## src/rtl/muldiv_unit.sv

```systemverilog
// Multicycle multiply/divide unit with HI/LO result registers.
// One shift-add or restoring-division step per cycle on magnitudes, then a sign-fix cycle.
module muldiv_unit #(
  parameter int unsigned WIDTH = 32
) (
  input  logic             clk,
  input  logic             reset,
  input  logic             start,
  input  logic             op,
  input  logic             signed_op,
  input  logic [WIDTH-1:0] a,
  input  logic [WIDTH-1:0] b,
  output logic             busy,
  output logic             done,
  output logic             div_zero,
  output logic [WIDTH-1:0] hi,
  output logic [WIDTH-1:0] lo
);

  localparam int unsigned CntW = $clog2(WIDTH);

  typedef enum logic [1:0] {StIdle, StRun, StFix, StDone} state_e;

  state_e             state_q, state_d;
  logic [CntW-1:0]    cnt_q, cnt_d;
  logic [2*WIDTH-1:0] acc_q, acc_d;
  logic [WIDTH-1:0]   opnd_q, opnd_d;
  logic               op_q, op_d;
  logic               neg_q, neg_d;
  logic               neg_rem_q, neg_rem_d;
  logic [WIDTH-1:0]   hi_q, hi_d, lo_q, lo_d;
  logic               done_q, done_d;
  logic               div_zero_q, div_zero_d;

  logic [WIDTH-1:0]   abs_a, abs_b;
  logic [WIDTH:0]     mul_sum, div_shl, div_diff;
  logic [2*WIDTH-1:0] mul_acc, div_acc;

  always_comb begin
    abs_a = (signed_op && a[WIDTH-1]) ? -a : a;
    abs_b = (signed_op && b[WIDTH-1]) ? -b : b;

    // acc = {partial product, remaining multiplier bits}; shifted right each step
    mul_sum = {1'b0, acc_q[2*WIDTH-1:WIDTH]} + {1'b0, (acc_q[0] ? opnd_q : '0)};
    mul_acc = {mul_sum, acc_q[WIDTH-1:1]};

    // acc = {partial remainder, dividend bits / quotient bits}; shifted left each step
    div_shl  = {acc_q[2*WIDTH-1:WIDTH], acc_q[WIDTH-1]};
    div_diff = div_shl - {1'b0, opnd_q};
    div_acc  = div_diff[WIDTH] ? {div_shl[WIDTH-1:0], acc_q[WIDTH-2:0], 1'b0}
                               : {div_diff[WIDTH-1:0], acc_q[WIDTH-2:0], 1'b1};
  end

  always_comb begin
    state_d    = state_q;
    cnt_d      = cnt_q;
    acc_d      = acc_q;
    opnd_d     = opnd_q;
    op_d       = op_q;
    neg_d      = neg_q;
    neg_rem_d  = neg_rem_q;
    hi_d       = hi_q;
    lo_d       = lo_q;
    done_d     = 1'b0;
    div_zero_d = div_zero_q;

    unique case (state_q)
      StIdle: begin
        // The done cycle still counts as busy, so starts are ignored there
        if (start && !done_q) begin
          op_d       = op;
          neg_d      = signed_op & (a[WIDTH-1] ^ b[WIDTH-1]);
          neg_rem_d  = signed_op & a[WIDTH-1];
          cnt_d      = '0;
          div_zero_d = 1'b0;
          if (op) begin
            acc_d  = {{WIDTH{1'b0}}, abs_a};
            opnd_d = abs_b;
          end else begin
            acc_d  = {{WIDTH{1'b0}}, abs_b};
            opnd_d = abs_a;
          end
          state_d = (op && (b == '0)) ? StDone : StRun;
        end
      end
      StRun: begin
        cnt_d = cnt_q + CntW'(1);
        acc_d = op_q ? div_acc : mul_acc;
        if (cnt_q == CntW'(WIDTH - 1)) state_d = StFix;
      end
      StFix: begin
        if (op_q) begin
          acc_d = {(neg_rem_q ? -acc_q[2*WIDTH-1:WIDTH] : acc_q[2*WIDTH-1:WIDTH]),
                   (neg_q ? -acc_q[WIDTH-1:0] : acc_q[WIDTH-1:0])};
        end else if (neg_q) begin
          acc_d = -acc_q;
        end
        state_d = StDone;
      end
      StDone: begin
        done_d  = 1'b1;
        state_d = StIdle;
        // opnd_q holds |b|, which is zero exactly when b was zero
        if (op_q && (opnd_q == '0)) begin
          div_zero_d = 1'b1;
        end else begin
          hi_d = acc_q[2*WIDTH-1:WIDTH];
          lo_d = acc_q[WIDTH-1:0];
        end
      end
      default: state_d = StIdle;
    endcase
  end

  always_ff @(posedge clk or negedge reset) begin
    if (!reset) begin
      state_q    <= StIdle;
      cnt_q      <= '0;
      acc_q      <= '0;
      opnd_q     <= '0;
      op_q       <= 1'b0;
      neg_q      <= 1'b0;
      neg_rem_q  <= 1'b0;
      hi_q       <= '0;
      lo_q       <= '0;
      done_q     <= 1'b0;
      div_zero_q <= 1'b0;
    end else begin
      state_q    <= state_d;
      cnt_q      <= cnt_d;
      acc_q      <= acc_d;
      opnd_q     <= opnd_d;
      op_q       <= op_d;
      neg_q      <= neg_d;
      neg_rem_q  <= neg_rem_d;
      hi_q       <= hi_d;
      lo_q       <= lo_d;
      done_q     <= done_d;
      div_zero_q <= div_zero_d;
    end
  end

  assign busy     = (state_q != StIdle) || done_q;
  assign done     = done_q;
  assign div_zero = div_zero_q;
  assign hi       = hi_q;
  assign lo       = lo_q;

endmodule

```

## config.mk

```make
export PLATFORM = sky130hd
export DESIGN_NAME = muldiv_unit
export DESIGN_NICKNAME = d
export VERILOG_FILES = /design/src/rtl/muldiv_unit.sv
export SDC_FILE = /design/constraint.sdc
export NUM_CORES = 1
export LEC_CHECK = 0
export ABC_AREA = 1
export CORE_AREA = 2 2 234 236
export CTS_CLUSTER_DIAMETER = 120
export DETAILED_ROUTE_END_ITERATION = 7
export DIE_AREA = 0 0 236 238
export MAX_ROUTING_LAYER = met4
export PLACE_DENSITY = 0.54
export SLEW_MARGIN = 5
export SYNTH_ARGS = -nofsm -noshare
export SYNTH_HDL_FRONTEND = slang
export SYNTH_SLANG_ARGS = --single-unit
```

## constraint.sdc

```tcl
create_clock -name clk -period 3.8 [get_ports clk]
set_input_delay 0.76 -clock clk [delete_from_list [all_inputs] [get_ports clk]]
set_output_delay 0.76 -clock clk [all_outputs]
set_load 0.03 [all_outputs]
```

==> results of run 1 <==
layout by cell type (no fill, tap or decap), drive strengths merged, types with 23 or more instances in the layout:
cell | synthesis | layout
o211ai | 29 | 29
clkdlybuf4s50 | 0 | 134
o21ai | 216 | 216
xnor2 | 23 | 23
dfrtp | 172 | 172
inv | 514 | 523
nand3 | 272 | 272
nand2 | 1110 | 1110
ha | 75 | 75
buf | 41 | 69
nor2 | 285 | 285
nand4 | 38 | 38
nor3 | 47 | 47
xor2 | 92 | 92
a21oi | 155 | 155
path summary, 6_finish.rpt:
| path | start | end | slack, ns | depth (start not counted) |
|---|---|---|---|---|
| max in group asynchronous | reset | opnd_q[9] | 2.40 | 2 |
| worst max-delay path | acc_q[0] | acc_q[53] | 0.57 | 19 |
| worst max register to register | acc_q[0] | acc_q[53] | 0.57 | 19 |
| min in group clk | hi[22] | hi[22] | 0.49 | 2 |
| worst min register to register | hi[22] | hi[22] | 0.49 | 2 |
| worst min-delay path | reset | acc_q[59] | 0.29 | 1 |
metal layers:
| layer | up-vias | track usage | wire (um) |
|---|---|---|---|
| met3 | 176 | 0.04176 | 4676 |
| met2 | 788 | 0.4920 | 38650 |
| li1 | 10390 | - | - |
| met1 | 9957 | 0.3840 | 36540 |
| met5 | - | - | 0 |
| met4 | 0 | 0.1843 | 5508 |
power groups by stage:
stage	sequential (mW)	clock [mW]	combinational, mW
final	3.50	1.82	13.8
after global placement	3.51	0	13.6
after global routing	3.59	1.92	15.1
after CTS	3.50	1.87	13.7
after floorplan	3.79	0	8.19
after detailed placement	3.53	0	13.6
state kept, by name (all words and copies together) (netlist names), 2 cells and up:
name     count
acc_q       64
cnt_q        5
hi          32
lo          32
opnd_q      32
state_q      2
per-stage QoR:
step	worst slack, ns	power, mW	instances	cell area (um2)	hold WS [ns]
finish	0.5682	19.08	4041	21590	0.2888
global route	0.3824	20.60	4041	21590	0.3472
CTS	0.6284	19.04	4041	21590	0.3518
detailed placement	0.2301	17.15	4009	21020	0.4761
global placement	0.2011	17.08	4009	21020	0.4659
floorplan	1.201	11.98	3217	18670	0.4483
logic make-up (layout without fill, tap and decap cells):
family	count (synthesis)	after routing	share of synthesized area
simple gates	1779	1779	0.4009
buf+inv	625	753	0.1292
compound gates	449	449	0.1331
flops	172	172	0.2305
xor+xnor	115	115	0.05394
fa+ha+maj	77	77	0.05240
final cells by class:
class	instances	area, um2
Fill cell	6007	31900
Timing Repair Buffer	204	1898
Sequential cell	172	4308
Multi-Input combinational cell	2420	11990
Clock inverter	14	145.1
Inverter	517	1946
Clock buffer	18	429.2
Tap cell	696	870.8
worst register-to-register path, stage by stage, from the launching register on:
cell and delay, ns:
dfrtp_1 0.45, buf_4 0.35, nand2_1 0.15, fa_1 0.47
inv_1 0.12, nand3_1 0.08, nand3_1 0.14, nand2_1 0.07
nand2_1 0.13, nand2_1 0.09, nand2_1 0.25, nand2_1 0.11
nand3_1 0.09, nand3_1 0.16, nand2_1 0.12, inv_1 0.07
nand2_1 0.11, nand2_1 0.06, nand2_1 0.05, nand2_1 0.05
==> reports/qor.yml, run 1 <==
synth_largest_area_cell: "dfrtp_1"
track_usage: 0.3124
endpoint_kind: "register"
slew_headroom: 0.2822
seq_area_frac_synth: 0.2305
wl_per_cell_um: 21.13
internal_power_mw: 7.692
dr.pass1.iters: 8
fin_crit_ns: 3.232
setup_viol: 0
htreeDepth: 4
chipHeight_um: 238
startpoint_type: "register"
combPwrFrac: 0.721
overflow: 0
syn_area_um2: 18670
cp_common_cell: "nand2_1"
status: "finished, final reports clean"
coreArea_um2: 53500
antenna_found_initial: 0
drtAntennaViolNets: 0
p_clk_frac: 0.095
swShare: 0.5969
synth_common_cells: "nand2_1, inv_1, nor2_1, nand3_1, o21ai_0"
die-area_um2: 56170
path_cells: "buf_4, nand2_1, fa_1, inv_1, nand3_1, nand3_1, nand2_1, nand2_1, nand2_1, nand2_1, nand2_1, nand3_1, nand3_1, nand2_1, inv_1, nand2_1, nand2_1, nand2_1, nand2_1"
post-route-period-util: 0.8505
synth_edf_count: 0
drive_gt1_frac: 0.05142
crit_family: "simple AND/OR/NAND/NOR gates"
area_growth_syn_to_layout_pct: 15.63
routed_wl_um: 85370
avgSynthCellArea_um2: 5.804
clk_path_buf_depth: 2
max-vdd-ir-drop_mv: 0.7379
yosysWarnings: 0
drv_slew: 0
route.detailed.drc: 0
crit_type: "register to register"
rsz0062_at_grt: "false"
leakagePower_nw: 11.36
synth_ff_type: "dfrtp_1"
yosysUniqueCellTypes: 52
synthTopCellsByArea: "dfrtp_1, nand2_1, inv_1"
grt_max_degree: 86
netlist.area_leader.share: 0.2305
synthesis.nets: 3363
start_util: 0.3490
fin_skew_ns: 0.02075
fin_tns_setup_ns: 0
postCtsHoldBufs: 0
cts_sinks: 172
seq_power_share: 0.183
worstSkewPairLatency_ns: 0.51
p_sw_mw: 11.39
via_per_inst: 5.275
p_per_area_nw_per_um2: 883.9
worstPathRequired_ns: 4.19
postSynthCellCount: 3217
crit_fanout: 32
routabilityCongestion: 1.036
cts_root_buf: "clkbuf_16"
postSynth.asyncResetShare: 1.000
hold_viol_final: 0
drtIter0Drc: 1840
drv_cap: 0
num_rows: 85
hold_class: "primary input to asynchronous set/reset pin"
antenna_cells: 0
finalCoreUtilization: 0.4036
die_w_um: 236
grt_pass1_vias: 20260
cts_setup_buffers: 0
critPathArrivalTime_ns: 3.63
port_buffers: 135
vias: 21320
nNetsFinal: 3478
grt_first_pass_wirelength_um: 126900
cts_buffers: 17
dp_hpwl_um: 70090
max_freq_ghz: 0.3094
cp_slowest_cell: "fa_1"
critPathBufInv: 3
yosysMostFrequentCell: "nand2_1"
io_pins: 136
max_stage_delay_ns: 0.47
cts_repair_resize_count: 0
cts.clk_slew.worst_paths_ns: 0.08
worstMarginPinSlew_ns: 1.068
synth_seq_cells: 172
cts_tree: "done"
No activity file was read; power rests on OpenSTA's default activity.
==> run 2, diff against run 1 <==
--- a/config.mk
+++ b/config.mk
@@ -8,10 +8,11 @@
 export ABC_AREA = 1
 export CORE_AREA = 2 2 234 236
 export CTS_CLUSTER_DIAMETER = 120
+export CTS_CLUSTER_SIZE = 24
 export DETAILED_ROUTE_END_ITERATION = 7
 export DIE_AREA = 0 0 236 238
 export MAX_ROUTING_LAYER = met4
-export PLACE_DENSITY = 0.54
+export SKIP_CTS_REPAIR_TIMING = 1
 export SLEW_MARGIN = 5
 export SYNTH_ARGS = -nofsm -noshare
 export SYNTH_HDL_FRONTEND = slang
==> run 2 against run 1 <==
Net effect: setup slack improved by 0.061 ns; via count shrank 2.0%; register-to-register slack improved by 0.06 ns; largest power group unchanged; clock skew fell by 0.0053 ns; sequential cell count stayed put; hold slack got worse by 0.013 ns; combinational power is 4% lower; critical endpoint is now acc_q[59]; non-clock buffer count shrank 16; cell count fell by 0.40%; global-route usage shrank 3.3 points; sequential share of layout area up 0.072 points.
==> reports/qor.yml, run 2 (synthesis gave the netlist of run 1 again) <==
grt_pass1_vias: 19300  # -4.7%
crit_type: "register to register"
path_cells: "inv_1, ha_1, fa_1, inv_1, nand3_2, nand2_2, nand2_2, nand2_2, nand2_2, nand2_2, nand2_2, nand2_2, nand2_4, nand2_4, nand2_1, nand2_1, nand2_1, nand2_1, nand2_1, nand2_1, nand2_1"
r2r-start: "acc_q[31]"
endpoint_kind: "register"
grt_max_degree: 93  # +8.1%
r2r-end: "acc_q[59]"
regArea_um2: 4308  # unchanged
critPathArrivalTime_ns: 3.52  # -0.11 ns
route.detailed.drc: 0  # unchanged
busiest_layer: "met2"
antenna_cells: 0  # unchanged
fin_skew_ns: 0.01544  # -0.005304 ns
area_growth_syn_to_layout_pct: 15.22
worstMarginPinSlew_ns: 0.9718  # -0.09670 ns
cp_slowest_cell: "fa_1"
final_common_cell: "nand2_1"
die_w_um: 236  # unchanged
dp_cells: 3993  # -0.40%
cts_buffers: 17  # unchanged
cts.clk_slew.worst_paths_ns: 0.08  # about the same
wl_per_cell_um: 19.13  # -9.5%
routed_wl_um: 77000  # -9.8%
worstPathRequired_ns: 4.15  # -0.04 ns
slew_headroom: 0.3521  # +0.06995
drive_gt1_frac: 0.04686  # -0.004559
fin_crit_ns: 3.171  # -0.06113 ns
worstSkewPairLatency_ns: 0.46  # -0.05 ns
grt_use_met1: 0.3536  # -0.03033
fillCellCount: 5921  # -1.4%
via_per_inst: 5.190  # -1.6%
p_per_area_nw_per_um2: 864.9  # -2.2%
rsz0062_at_grt: "false"
htreeDepth: 4  # unchanged
largest_reg_flops: 64  # unchanged
cts_sinks: 172  # unchanged
multi_input_area_um2: 11990  # unchanged
drtIter0Drc: 2191  # +19%
max_stage_delay_ns: 0.42  # -0.05 ns
grtUsageMet3: 0.02846  # -0.01330
status: "finished, final reports clean"
top_register: "acc_q"
drv_cap: 0  # unchanged
use_met2: 0.4368  # -0.05515
antenna_found_initial: 0  # unchanged
max_freq_ghz: 0.3154  # +1.9%
crit_family: "simple AND/OR/NAND/NOR gates"
coreArea_um2: 53500  # unchanged
leakagePower_nw: 11.30  # -0.52%
startpoint_type: "register"
io_pins: 136  # unchanged
start_util: 0.3490  # unchanged
max-vdd-ir-drop_mv: 1.125  # +52%
clk_path_buf_depth: 2  # unchanged
port_buffers: 135  # unchanged
vias: 20890  # -2.0%
critPathBufInv: 2  # -1
dr.pass1.iters: 6  # -2
overflow: 0  # unchanged
crit_fanout: 33  # +3.1%
post-route-period-util: 0.8344  # -0.01609
dp_hpwl_um: 63220  # -9.8%
drtAntennaViolNets: 0  # unchanged
cts_root_buf: "clkbuf_16"
grt_first_pass_wirelength_um: 116200  # -8.5%
finalPower_mw: 18.61  # -2.5%
num_rows: 85  # unchanged
fin_tns_setup_ns: 0  # unchanged
setup_viol: 0  # unchanged
routabilityCongestion: 1.019  # -1.6%
track_usage: 0.2795  # -0.03289
hold_class: "primary input to asynchronous set/reset pin"
chipHeight_um: 238  # unchanged
final_cells: 4025  # -0.40%
final_cell_mix: "nand2_1, inv_1, nor2_1, nand3_1, o21ai_0"
r2r_cells: 21  # +2
die-area_um2: 56170  # unchanged
reg2reg_slack_ns: 0.63  # +0.06 ns
nNetsFinal: 3462  # -0.46%
drv_slew: 0  # unchanged
cts_tree: "done"
placed_cell_area_um2: 20910  # -0.51%
finalInstanceArea_um2: 21510  # -0.36%
hold_viol_final: 0  # unchanged
==> run 2: changes by cell type in the layout (fill, tap and decap cells not counted) <==
cell	previous run	this run
buf_12	2	3
buf_4	67	50
bufinv_16	0	2
clkinv_4	2	3
clkinv_8	2	1
inv_8	5	3
==> run 2: worst max-delay path by stage <==
stage	startpoint	endpoint	slack, ns	cells after the start
final	acc_q[31]	acc_q[59]	0.63	21
after global routing	opnd_q[19]	acc_q[49]	0.34	18
after CTS	acc_q[31]	acc_q[47]	0.66	20
after detailed placement	a[0]	acc_q[14]	0.44	11
after global placement	a[0]	acc_q[16]	0.42	13
after floorplan	acc_q[0]	acc_q[59]	1.20	23
==> run 2: layout make-up <==
cell class,instances,share of cell area
Tap cell,696,0.04048
Multi-Input combinational cell,2420,0.5575
Inverter,517,0.09044
Clock buffer,18,0.01995
Sequential cell,172,0.2002
Clock inverter,14,0.008142
Timing Repair Buffer,188,0.08323
==> run 2: worst register-to-register path, stage by stage (launching register included) <==
cell     delay (ns)
dfrtp_1        0.38
inv_1          0.08
ha_1           0.23
fa_1           0.42
inv_1          0.16
nand3_2        0.09
nand2_2        0.15
nand2_2        0.06
nand2_2        0.09
nand2_2        0.05
nand2_2        0.08
nand2_2        0.10
nand2_2        0.09
nand2_4        0.22
nand2_4        0.39
nand2_1        0.10
nand2_1        0.07
nand2_1        0.05
nand2_1        0.09
nand2_1        0.05
nand2_1        0.06
nand2_1        0.06
==> run 2: through the flow <==
stage	hold WS (ns)	worst slack, ns	util
final	0.2757	0.6293	0.4022
after global routing	0.3006	0.3376	0.4022
after CTS	0.2875	0.6630	0.4022
after detailed placement	0.4740	0.4431	0.3909
after global placement	0.4697	0.4173	0.3909
after floorplan	0.4483	1.201	-
==> run 2: power by group <==
group | leakage, nW | total [mW] | internal (mW) | switching [mW]
Combinational | 8.82 | 13.3 | 4.07 | 9.22
Sequential | 2.18 | 3.46 | 2.65 | 0.805
Clock | 0.294 | 1.86 | 0.996 | 0.859
==> run 2: metal layers <==
metal  wire length [um]  share of wire  vias to the layer above
li1                   -              -                    10380
met1              32950           0.43                     9469
met2              34300           0.45                      887
met3               4762          0.062                      149
met4               4988          0.065                        0
met5                  0              0                        -
==> run 3, diff against run 2 <==
==> constraint.sdc (replaced) <==
create_clock -name clk -period 3 [get_ports clk]
set_input_delay 0.6 -clock clk [delete_from_list [all_inputs] [get_ports clk]]
set_output_delay 0.6 -clock clk [all_outputs]
set_load 0.03 [all_outputs]
==> run 3 against run 2 <==
Net effect: register-to-register slack got worse by 0.45 ns; sequential power rose by 23%; largest cell class unchanged; sequential cell count did not move; largest power group unchanged; clock power rose by 30%; maximum frequency rose by 13%; non-clock buffer count rose by 63; total power rose by 30%; clock-buffer cell count rose by 1; global-route usage rose by 0.74 points; via count rose by 2.0%; critical path depth did not move; combinational power rose by 32%.
==> reports/qor.yml, run 3 (synthesis gave the netlist of run 1 again) <==
cp-startpoint: "acc_q[31]"
rsz0062_at_grt: "false"
final_cells: 4088  # +1.6%
route.detailed.drc: 0  # unchanged
combPwrFrac: 0.725  # +0.011
clk_path_buf_depth: 2  # unchanged
routed_wl_um: 78950  # +2.5%
status: "finished, final reports clean"
grt_first_pass_wirelength_um: 119200  # +2.6%
swShare: 0.5790  # -0.005788
antenna_cells: 0  # unchanged
regArea_um2: 4308  # unchanged
use_met2: 0.4516  # +0.01475
grt_use_met1: 0.3636  # +0.009976
die_w_um: 236  # unchanged
track_usage: 0.2869  # +0.007379
io_pins: 136  # unchanged
grtUsageMet3: 0.03609  # +0.007635
largest_reg_flops: 64  # unchanged
crit_type: "register to register"
finalInstanceArea_um2: 22050  # +2.5%
via_per_inst: 5.211  # +0.41%
multi_input_area_um2: 12010  # +0.13%
critPathArrivalTime_ns: 3.23  # -0.29 ns
busiest_layer: "met2"
area_growth_syn_to_layout_pct: 18.07
leakagePower_nw: 11.62  # +2.8%
slew_headroom: 0.5109  # +0.1588
die-area_um2: 56170  # unchanged
startpoint_type: "register"
nNetsFinal: 3525  # +1.8%
max-vdd-ir-drop_mv: 1.357  # +21%
final_cell_mix: "nand2_1, inv_1, nor2_1, nand3_1, o21ai_0"
cts.clk_slew.worst_paths_ns: 0.08  # about the same
max_freq_ghz: 0.3549  # +13%
hold_viol_final: 0  # unchanged
crit_fanout: 15  # -55%
drv_cap: 0  # unchanged
drtIter0Drc: 2204  # +0.59%
final_common_cell: "nand2_1"
post-route-period-util: 0.9393  # +0.1049
r2r_cells: 21  # unchanged
coreArea_um2: 53500  # unchanged
htreeDepth: 4  # unchanged
worstPathRequired_ns: 3.41  # -0.74 ns
overflow: 0  # unchanged
dp_cells: 4056  # +1.6%
r2r-start: "acc_q[31]"
port_buffers: 135  # unchanged
p_per_area_nw_per_um2: 1099  # +27%
setup_viol: 0  # unchanged
drtAntennaViolNets: 0  # unchanged
p_sw_mw: 14.02  # +29%
fin_crit_ns: 2.818  # -0.3529 ns
placed_cell_area_um2: 21410  # +2.4%
cts_root_buf: "clkbuf_16"
internal_power_mw: 10.20  # +32%
endpoint_kind: "register"
drv_slew: 0  # unchanged
seq_power_share: 0.176  # -0.010
finalCoreUtilization: 0.4121  # +0.009964
antenna_found_initial: 0  # unchanged
chipHeight_um: 238  # unchanged
dp_hpwl_um: 64740  # +2.4%
fin_skew_ns: 0.01967  # +0.004226 ns
drive_gt1_frac: 0.06574  # +0.01888
num_rows: 85  # unchanged
cts_sinks: 172  # unchanged
top_register: "acc_q"
grt_max_degree: 85  # -8.6%
worstMarginPinSlew_ns: 0.7328  # -0.2390 ns
fin_tns_setup_ns: 0  # unchanged
start_util: 0.3490  # unchanged
hold_class: "primary input to asynchronous set/reset pin"
dr.pass1.iters: 6  # unchanged
cts_buffers: 17  # unchanged
worstSkewPairLatency_ns: 0.48  # +0.02 ns
whs_ns: 0.09998  # -0.1757 ns
fillCellCount: 5871  # -0.84%
p_clk_frac: 0.100  # about the same
routabilityCongestion: 1.062  # +4.2%
wl_per_cell_um: 19.31  # +0.95%
vias: 21300  # +2.0%
cts_tree: "done"
grt_pass1_vias: 19940  # +3.3%
==> run 3: cell count changes in the layout (fill, tap and decap cells not counted), sizes merged <==
cell,previous run,this run
buf,53,116
clkinv,7,5
clkbuf,19,20
clkinvlp,1,2
==> run 3: worst paths after layout <==
kind                        endpoint  slack (ns)
max                        acc_q[49]        0.18
min                           lo[12]         0.1
max reg2reg                acc_q[49]        0.18
min reg2reg                   hi[26]        0.48
max in group asynchronous  acc_q[55]        2.11
min in group clk              hi[26]        0.48
==> run 3: routing by layer <==
metal | wire length (um) | share of wire
met2 | 35520 | 0.45
met1 | 33740 | 0.43
met5 | 0 | 0
met3 | 5382 | 0.068
met4 | 4308 | 0.055
==> run 3: layout make-up <==
cell class | count | share of cell area
Inverter | 517 | 0.08825
Multi-Input combinational cell | 2420 | 0.5447
Timing Repair Buffer | 251 | 0.1041
Tap cell | 696 | 0.03950
Clock buffer | 19 | 0.02009
Clock inverter | 13 | 0.007889
Sequential cell | 172 | 0.1954
==> run 3: power by group through the flow <==
stage	clock network [mW]	logic (mW)	registers, mW
5_1_grt	2.54	19.1	4.35
3_5_place_dp	0	17.2	4.28
4_1_cts	2.44	17.3	4.25
3_3_place_gp	0	17.2	4.28
2_1_floorplan	0	10.4	4.80
6_report	2.42	17.6	4.25
==> run 3: critical path: stages, from the launching register on <==
cell,delay (ns)
dfrtp_1,0.35
inv_1,0.06
ha_1,0.22
fa_1,0.41
inv_1,0.15
nand3_2,0.08
nand2_2,0.09
nand2_2,0.05
nand2_2,0.08
nand2_2,0.05
nand2_2,0.08
nand2_2,0.12
nand2_2,0.10
nand2_4,0.09
nand2_4,0.20
buf_4,0.23
nand2_1,0.07
nand3_1,0.06
nand2_1,0.05
nand2_1,0.06
nand2_1,0.06
nand2_1,0.07
==> run 3: stage by stage <==
step	power (mW)	worst slack, ns
after floorplan	15.18	0.4008
after global placement	21.45	-0.02973
after detailed placement	21.47	-0.005490
after CTS	23.95	0.1700
after global routing	26.01	0.005938
final	24.22	0.1822
